==> config.mk <==
export PLATFORM = sky130hd
export DESIGN_NAME = pe_out_fifo
export DESIGN_NICKNAME = d
export VERILOG_FILES = /design/src/rtl/pe_out_fifo_pkg.sv /design/src/rtl/sync_fwft_fifo.sv /design/src/rtl/pe_out_fifo.sv
export SDC_FILE = /design/constraint.sdc
export NUM_CORES = 1
export LEC_CHECK = 0
export CORE_MARGIN = 4
export CORE_UTILIZATION = 54
export CTS_CLUSTER_SIZE = 8
export DETAILED_ROUTE_END_ITERATION = 16
export GPL_TIMING_DRIVEN = 0
export PLACE_DENSITY = 0.89
export SETUP_SLACK_MARGIN = 0.02
export SYNTH_ARGS = -nofsm -noshare
export SYNTH_HDL_FRONTEND = slang
export SYNTH_SLANG_ARGS = --single-unit
==> constraint.sdc <==
create_clock -name clk -period 11.3 [get_ports clk]
set_input_delay 2.825 -clock clk [delete_from_list [all_inputs] [get_ports clk]]
set_output_delay 2.825 -clock clk [all_outputs]
set_load 0.1 [all_outputs]
==> src/rtl/pe_out_fifo_pkg.sv <==
// pe_out_fifo_pkg: shared packet field sizes and offset helpers for the PE output stage.
package pe_out_fifo_pkg;
  localparam int X_SIZE_DEF  = 2;
  localparam int Y_SIZE_DEF  = 2;
  localparam int PCK_NUM_DEF = 5;
  localparam int ITER_DEF    = 32;
  localparam int DEPTH_DEF   = 4;
  function automatic int total_w(input int x, input int y, input int p, input int i);
    return x + y + p + 8 * i;
  endfunction
  function automatic int pkt_lsb(input int x, input int y);
    return x + y;
  endfunction
endpackage

==> src/rtl/sync_fwft_fifo.sv <==
// sync_fwft_fifo: first-word-fall-through FIFO; head entry is visible on dout whenever not empty.
module sync_fwft_fifo #(
  parameter int W     = 8,
  parameter int DEPTH = 4,
  localparam int AW   = $clog2(DEPTH),
  localparam int CW   = AW + 1
) (
  input  logic          clk,
  input  logic          rst,
  input  logic          push,
  input  logic          pop,
  input  logic [W-1:0]  din,
  output logic [W-1:0]  dout,
  output logic          full,
  output logic          empty,
  output logic [CW-1:0] count
);
  logic [W-1:0] mem_q [DEPTH];
  logic [AW-1:0] wp_q, wp_d, rp_q, rp_d;
  logic [CW-1:0] cnt_q, cnt_d;
  logic wr, rd;
  // A push into a full FIFO is accepted only when the head leaves in the same cycle.
  always_comb begin
    rd    = pop && cnt_q != '0;
    wr    = push && (cnt_q != CW'(DEPTH) || rd);
    wp_d  = wr ? wp_q + AW'(1) : wp_q;
    rp_d  = rd ? rp_q + AW'(1) : rp_q;
    cnt_d = cnt_q + CW'(wr) - CW'(rd);
  end
  always_ff @(posedge clk) begin
    if (rst) begin
      wp_q  <= '0;
      rp_q  <= '0;
      cnt_q <= '0;
    end else begin
      wp_q  <= wp_d;
      rp_q  <= rp_d;
      cnt_q <= cnt_d;
    end
  end
  always_ff @(posedge clk) begin
    if (wr) mem_q[wp_q] <= din;
  end
  assign dout  = mem_q[rp_q];
  assign full  = cnt_q == CW'(DEPTH);
  assign empty = cnt_q == '0;
  assign count = cnt_q;
endmodule

==> src/rtl/pe_out_fifo.sv <==
// pe_out_fifo: buffers PE result packets, stamps the return destination, flags drops and frame ends.
module pe_out_fifo
  import pe_out_fifo_pkg::*;
#(
  parameter int X_SIZE  = X_SIZE_DEF,
  parameter int Y_SIZE  = Y_SIZE_DEF,
  parameter int PCK_NUM = PCK_NUM_DEF,
  parameter int ITER    = ITER_DEF,
  parameter int DEPTH   = DEPTH_DEF,
  localparam int TOTAL_W = total_w(X_SIZE, Y_SIZE, PCK_NUM, ITER)
) (
  input  logic               clk,
  input  logic               rst,
  input  logic [TOTAL_W-1:0] i_data,
  input  logic               i_valid,
  output logic               o_ready,
  input  logic [X_SIZE-1:0]  i_dest_x,
  input  logic [Y_SIZE-1:0]  i_dest_y,
  output logic [TOTAL_W-1:0] o_data,
  output logic               o_valid,
  input  logic               i_ready,
  output logic               o_frame_done,
  output logic               o_overflow,
  output logic [PCK_NUM:0]   o_pkt_count
);
  localparam int PL = pkt_lsb(X_SIZE, Y_SIZE);
  localparam int CW = $clog2(DEPTH) + 1;
  logic full, empty, pop, push, drop;
  logic [CW-1:0] count;
  logic [TOTAL_W-1:0] entry;
  logic ovf_q, ovf_d, fd_q, fd_d;
  logic [PCK_NUM:0] pc_q, pc_d;
  logic unused_dest;
  // The PE zeroes its destination bits; they are replaced, so the incoming ones go unread.
  assign unused_dest = ^i_data[PL-1:0];
  sync_fwft_fifo #(.W(TOTAL_W), .DEPTH(DEPTH)) u_fifo (
    .clk  (clk),
    .rst  (rst),
    .push (push),
    .pop  (pop),
    .din  (entry),
    .dout (o_data),
    .full (full),
    .empty(empty),
    .count(count)
  );
  always_comb begin
    pop   = !empty && i_ready;
    push  = i_valid && (!full || pop);
    drop  = i_valid && count == CW'(DEPTH) && !pop;
    entry = {i_data[TOTAL_W-1:PL], i_dest_y, i_dest_x};
    ovf_d = ovf_q || drop;
    fd_d  = pop && &o_data[PL +: PCK_NUM];
    pc_d  = pc_q + (PCK_NUM+1)'(pop);
  end
  always_ff @(posedge clk) begin
    if (rst) begin
      ovf_q <= 1'b0;
      fd_q  <= 1'b0;
      pc_q  <= '0;
    end else begin
      ovf_q <= ovf_d;
      fd_q  <= fd_d;
      pc_q  <= pc_d;
    end
  end
  assign o_valid      = !empty;
  assign o_ready      = !full;
  assign o_overflow   = ovf_q;
  assign o_frame_done = fd_q;
  assign o_pkt_count  = pc_q;
endmodule

==> impl_metrics.yaml <==
power:
  power_frac_comb: 0.372
  seqPwrFrac: 0.339
  clkPwrFrac: 0.289
  power.static_leakage_uw: 0.0161
  power_switching_uw: 5540
  internal_power_uw: 8540
  p_per_area_nw_per_um2: 279
  irDropWorstVdd_mv: 0.248
  switching_share: 0.393
placement:
  placedCellCount: 2978
  hpwl_mm: 56.8
  placed_area_um2: 46200
  finalWeightedCongestion: 0.770
  portBuffers: 543
  post-place-ws_ps: 4810
job:
  drv_cap: 0
critical_path:
  crit_path_start_kind: "flop"
  cp_data_required_time_ps: 8480
  cp_max_fo: 10
  crit_arrival_ps: 4450
  crit_end: "o_data[131]"
  crit_path_end_kind: "output pin"
  reg2reg_from: "u_fifo.count[1]"
  r2r_slack_ps: 8520
  crit_type: "flop to output pin"
  r2r_cells: 5
  reg2reg_to: "u_fifo.mem_q[0][111]"
clock_tree:
  cts_root_buf: "clkbuf_16"
  cts_setup_buffers: 0
  cts_resized: 0
  htreeDepth: 4
  cts.sinks: 1077
  numCtsBuffers: 152
  cts_tree: "built"
  clkTransAtPathRegs_ps: 50
  cts_hold_buf: 0
  clk_latency_ps: 700
  clock_path_buffers: 3
timing:
  clock.fmax_mhz: 137
  finalCritPeriodShare: 0.644
  min_period_ps: 7280
  fin_skew_ps: 23.5
  final-setup-viol-count: 0
  slew_headroom: 0.175
  worst_pin_slew_ps: 1240
  hold_violations: 0
  drv_slew: 0
  layout_setup_ws_ps: 4020
  rsz0062_at_grt: "false"
drt:
  routedWlPerCell_um: 30.6
  viasPerCell: 6.00
  wl_met3_mm: 9.24
  firstDrtPassIters: 5
  drt_wl_total_mm: 97.1
  top_layer: "met5"
  drt_iter0_markers: 2085
  drt-met1-wl_mm: 32.4
  met2_length_mm: 51.3
  drc: 0
  vias: 19100
  ant_nets: 0
yosys:
  syn-num-nets: 1748
  avgSynthCellArea_um2: 26.6
  ys_seq_elements: 1077
  ys.warnings.count: 0
  syn-cell-area_um2: 39000
  syn_inst: 1466
  yosysSeqAreaShare: 0.824
  ys_types: 26
layout:
  drive_gt1_frac: 0.230
  stdcell_count: 3177
  final_nets: 2464
  fin_area_um2: 50400
  syn2layout_area_growth_pct: 29.2
floorplan:
  rows: 98
  fp.coreArea_um2: 71600
  io-pin-count: 548
  dieHeight_um: 277
  fp.dieW_um: 277
  dieArea_um2: 76600
  initial_core_util: 0.545
worst_hold_path:
  min_path_type: "flop to flop"
  whs_path_depth: 2
global_route:
  first_global_vias: 21000
  grt-ovfl-total: 0
  grt_pass1_wl_mm: 143
  antenna_found_initial: 30
  grt_max_degree: 59
  groute.usage.overall: 0.255
outcome:
  status: "finished, final reports clean"
## registers in the layout (all words and copies together) (netlist names), named ones only
signal / cells
u_fifo.wp_q: 2
u_fifo.mem_q: 1060
u_fifo.count: 3
o_frame_done: 1
u_fifo.rp_q: 2
o_overflow: 1
o_pkt_count: 6
## worst min-delay path by stage
| stage | startpoint | to | slack (ps) |
|---|---|---|---|
| 6_report | o_pkt_count[5] | o_pkt_count[5] | 520 |
| 3_5_place_dp | o_pkt_count[5] | o_pkt_count[5] | 490 |
| 2_1_floorplan | u_fifo.wp_q[1] | u_fifo.wp_q[1] | 480 |
| 5_1_grt | o_pkt_count[5] | o_pkt_count[5] | 550 |
| 4_1_cts | o_pkt_count[5] | o_pkt_count[5] | 500 |
| 3_3_place_gp | o_overflow | o_overflow | 460 |
## power by group through the flow
stage | Sequential (µW) | Combinational, µW | Clock [µW]
after floorplan | 4890 | 3950 | 0
after global routing | 4780 | 5380 | 4330
after global placement | 4940 | 5130 | 0
after CTS | 4770 | 5280 | 4120
final | 4770 | 5240 | 4070
after detailed placement | 4830 | 5220 | 0
## worst max-delay path, stage by stage (launching register included)
cell,delay [ps]
dfxtp_1,400
buf_2,330
clkbuf_1,950
buf_2,520
mux4_2,300
clkdlybuf4s50_1,1230
## cells in the final DEF (no fill, tap or decap), types with 8 or more instances in the layout
master | Yosys | routed
clkdlybuf4s50_1 | 0 | 543
nor2_1 | 9 | 9
diode_2 | 0 | 16
edfxtp_1 | 1060 | 1060
buf_2 | 28 | 28
mux4_2 | 265 | 265
clkbuf_16 | 0 | 154
ha_1 | 8 | 8
clkbuf_1 | 9 | 25
dfxtp_1 | 17 | 17
buf_6 | 24 | 24
buf_16 | 0 | 17
## cell families after synthesis
logic type / synth area share
adder cells (fa/ha/maj): 0.00308
flip-flops: 0.824
XOR/XNOR: 0.00157
buffers and inverters: 0.0122
AND/OR/NAND/NOR: 0.00417
AO/OA/AOI/OAI: 0.00157
multiplexers: 0.153
## synth_stat cells
master,number,area share
edfxtp_1,1060,0.82
mux4_2,265,0.15
buf_2,28,0.0036
buf_6,24,0.0069
dfxtp_1,17,0.0087
clkbuf_1,9,0.00087
nor2_1,9,0.00087
ha_1,8,0.0026
inv_1,7,0.00067
nand3_1,5,0.00064
a21oi_1,4,0.00051
and3_1,4,0.00064
nor2b_1,4,0.00064
xnor2_1,4,0.00090
o21ai_0,3,0.00038
xor2_1,3,0.00067
o31a_1,2,0.00045
or3_1,2,0.00032
and4_1,1,0.00022
and4b_1,1,0.00026
clkbuf_2,1,0.00013
fa_1,1,0.00051
nand2_1,1,0.000096
nor4b_1,1,0.00022
o311ai_0,1,0.00022
or4b_2,1,0.00026
## layout make-up
type	instances	area, µm²
Sequential cell	1077	32200
Fill cell	3910	21200
Multi-Input combinational cell	320	6390
Timing Repair Buffer	562	5940
Clock buffer	170	3910
Tap cell	950	1190
Buffer	62	449
Clock inverter	13	289
Antenna cell	16	40.0
Inverter	7	26.3
## per-layer routing
layer / GRT usage / vias to the layer above
li1: - / 7774
met1: 0.290 / 9968
met2: 0.439 / 1042
met3: 0.0906 / 251
met4: 0.111 / 24
met5: 0 / -
## per-stage QoR
stage               hold slack (ps)   util  TNS (ps)  power, µW
finish                          525  0.704         0      14100
global route                    554  0.704         0      14500
CTS                             499  0.703         0      14200
detailed placement              490  0.645         0      10000
global placement                460  0.637  -3535600      10100
floorplan                       481      -         0       8840
Power figures use the tool's default switching activity.
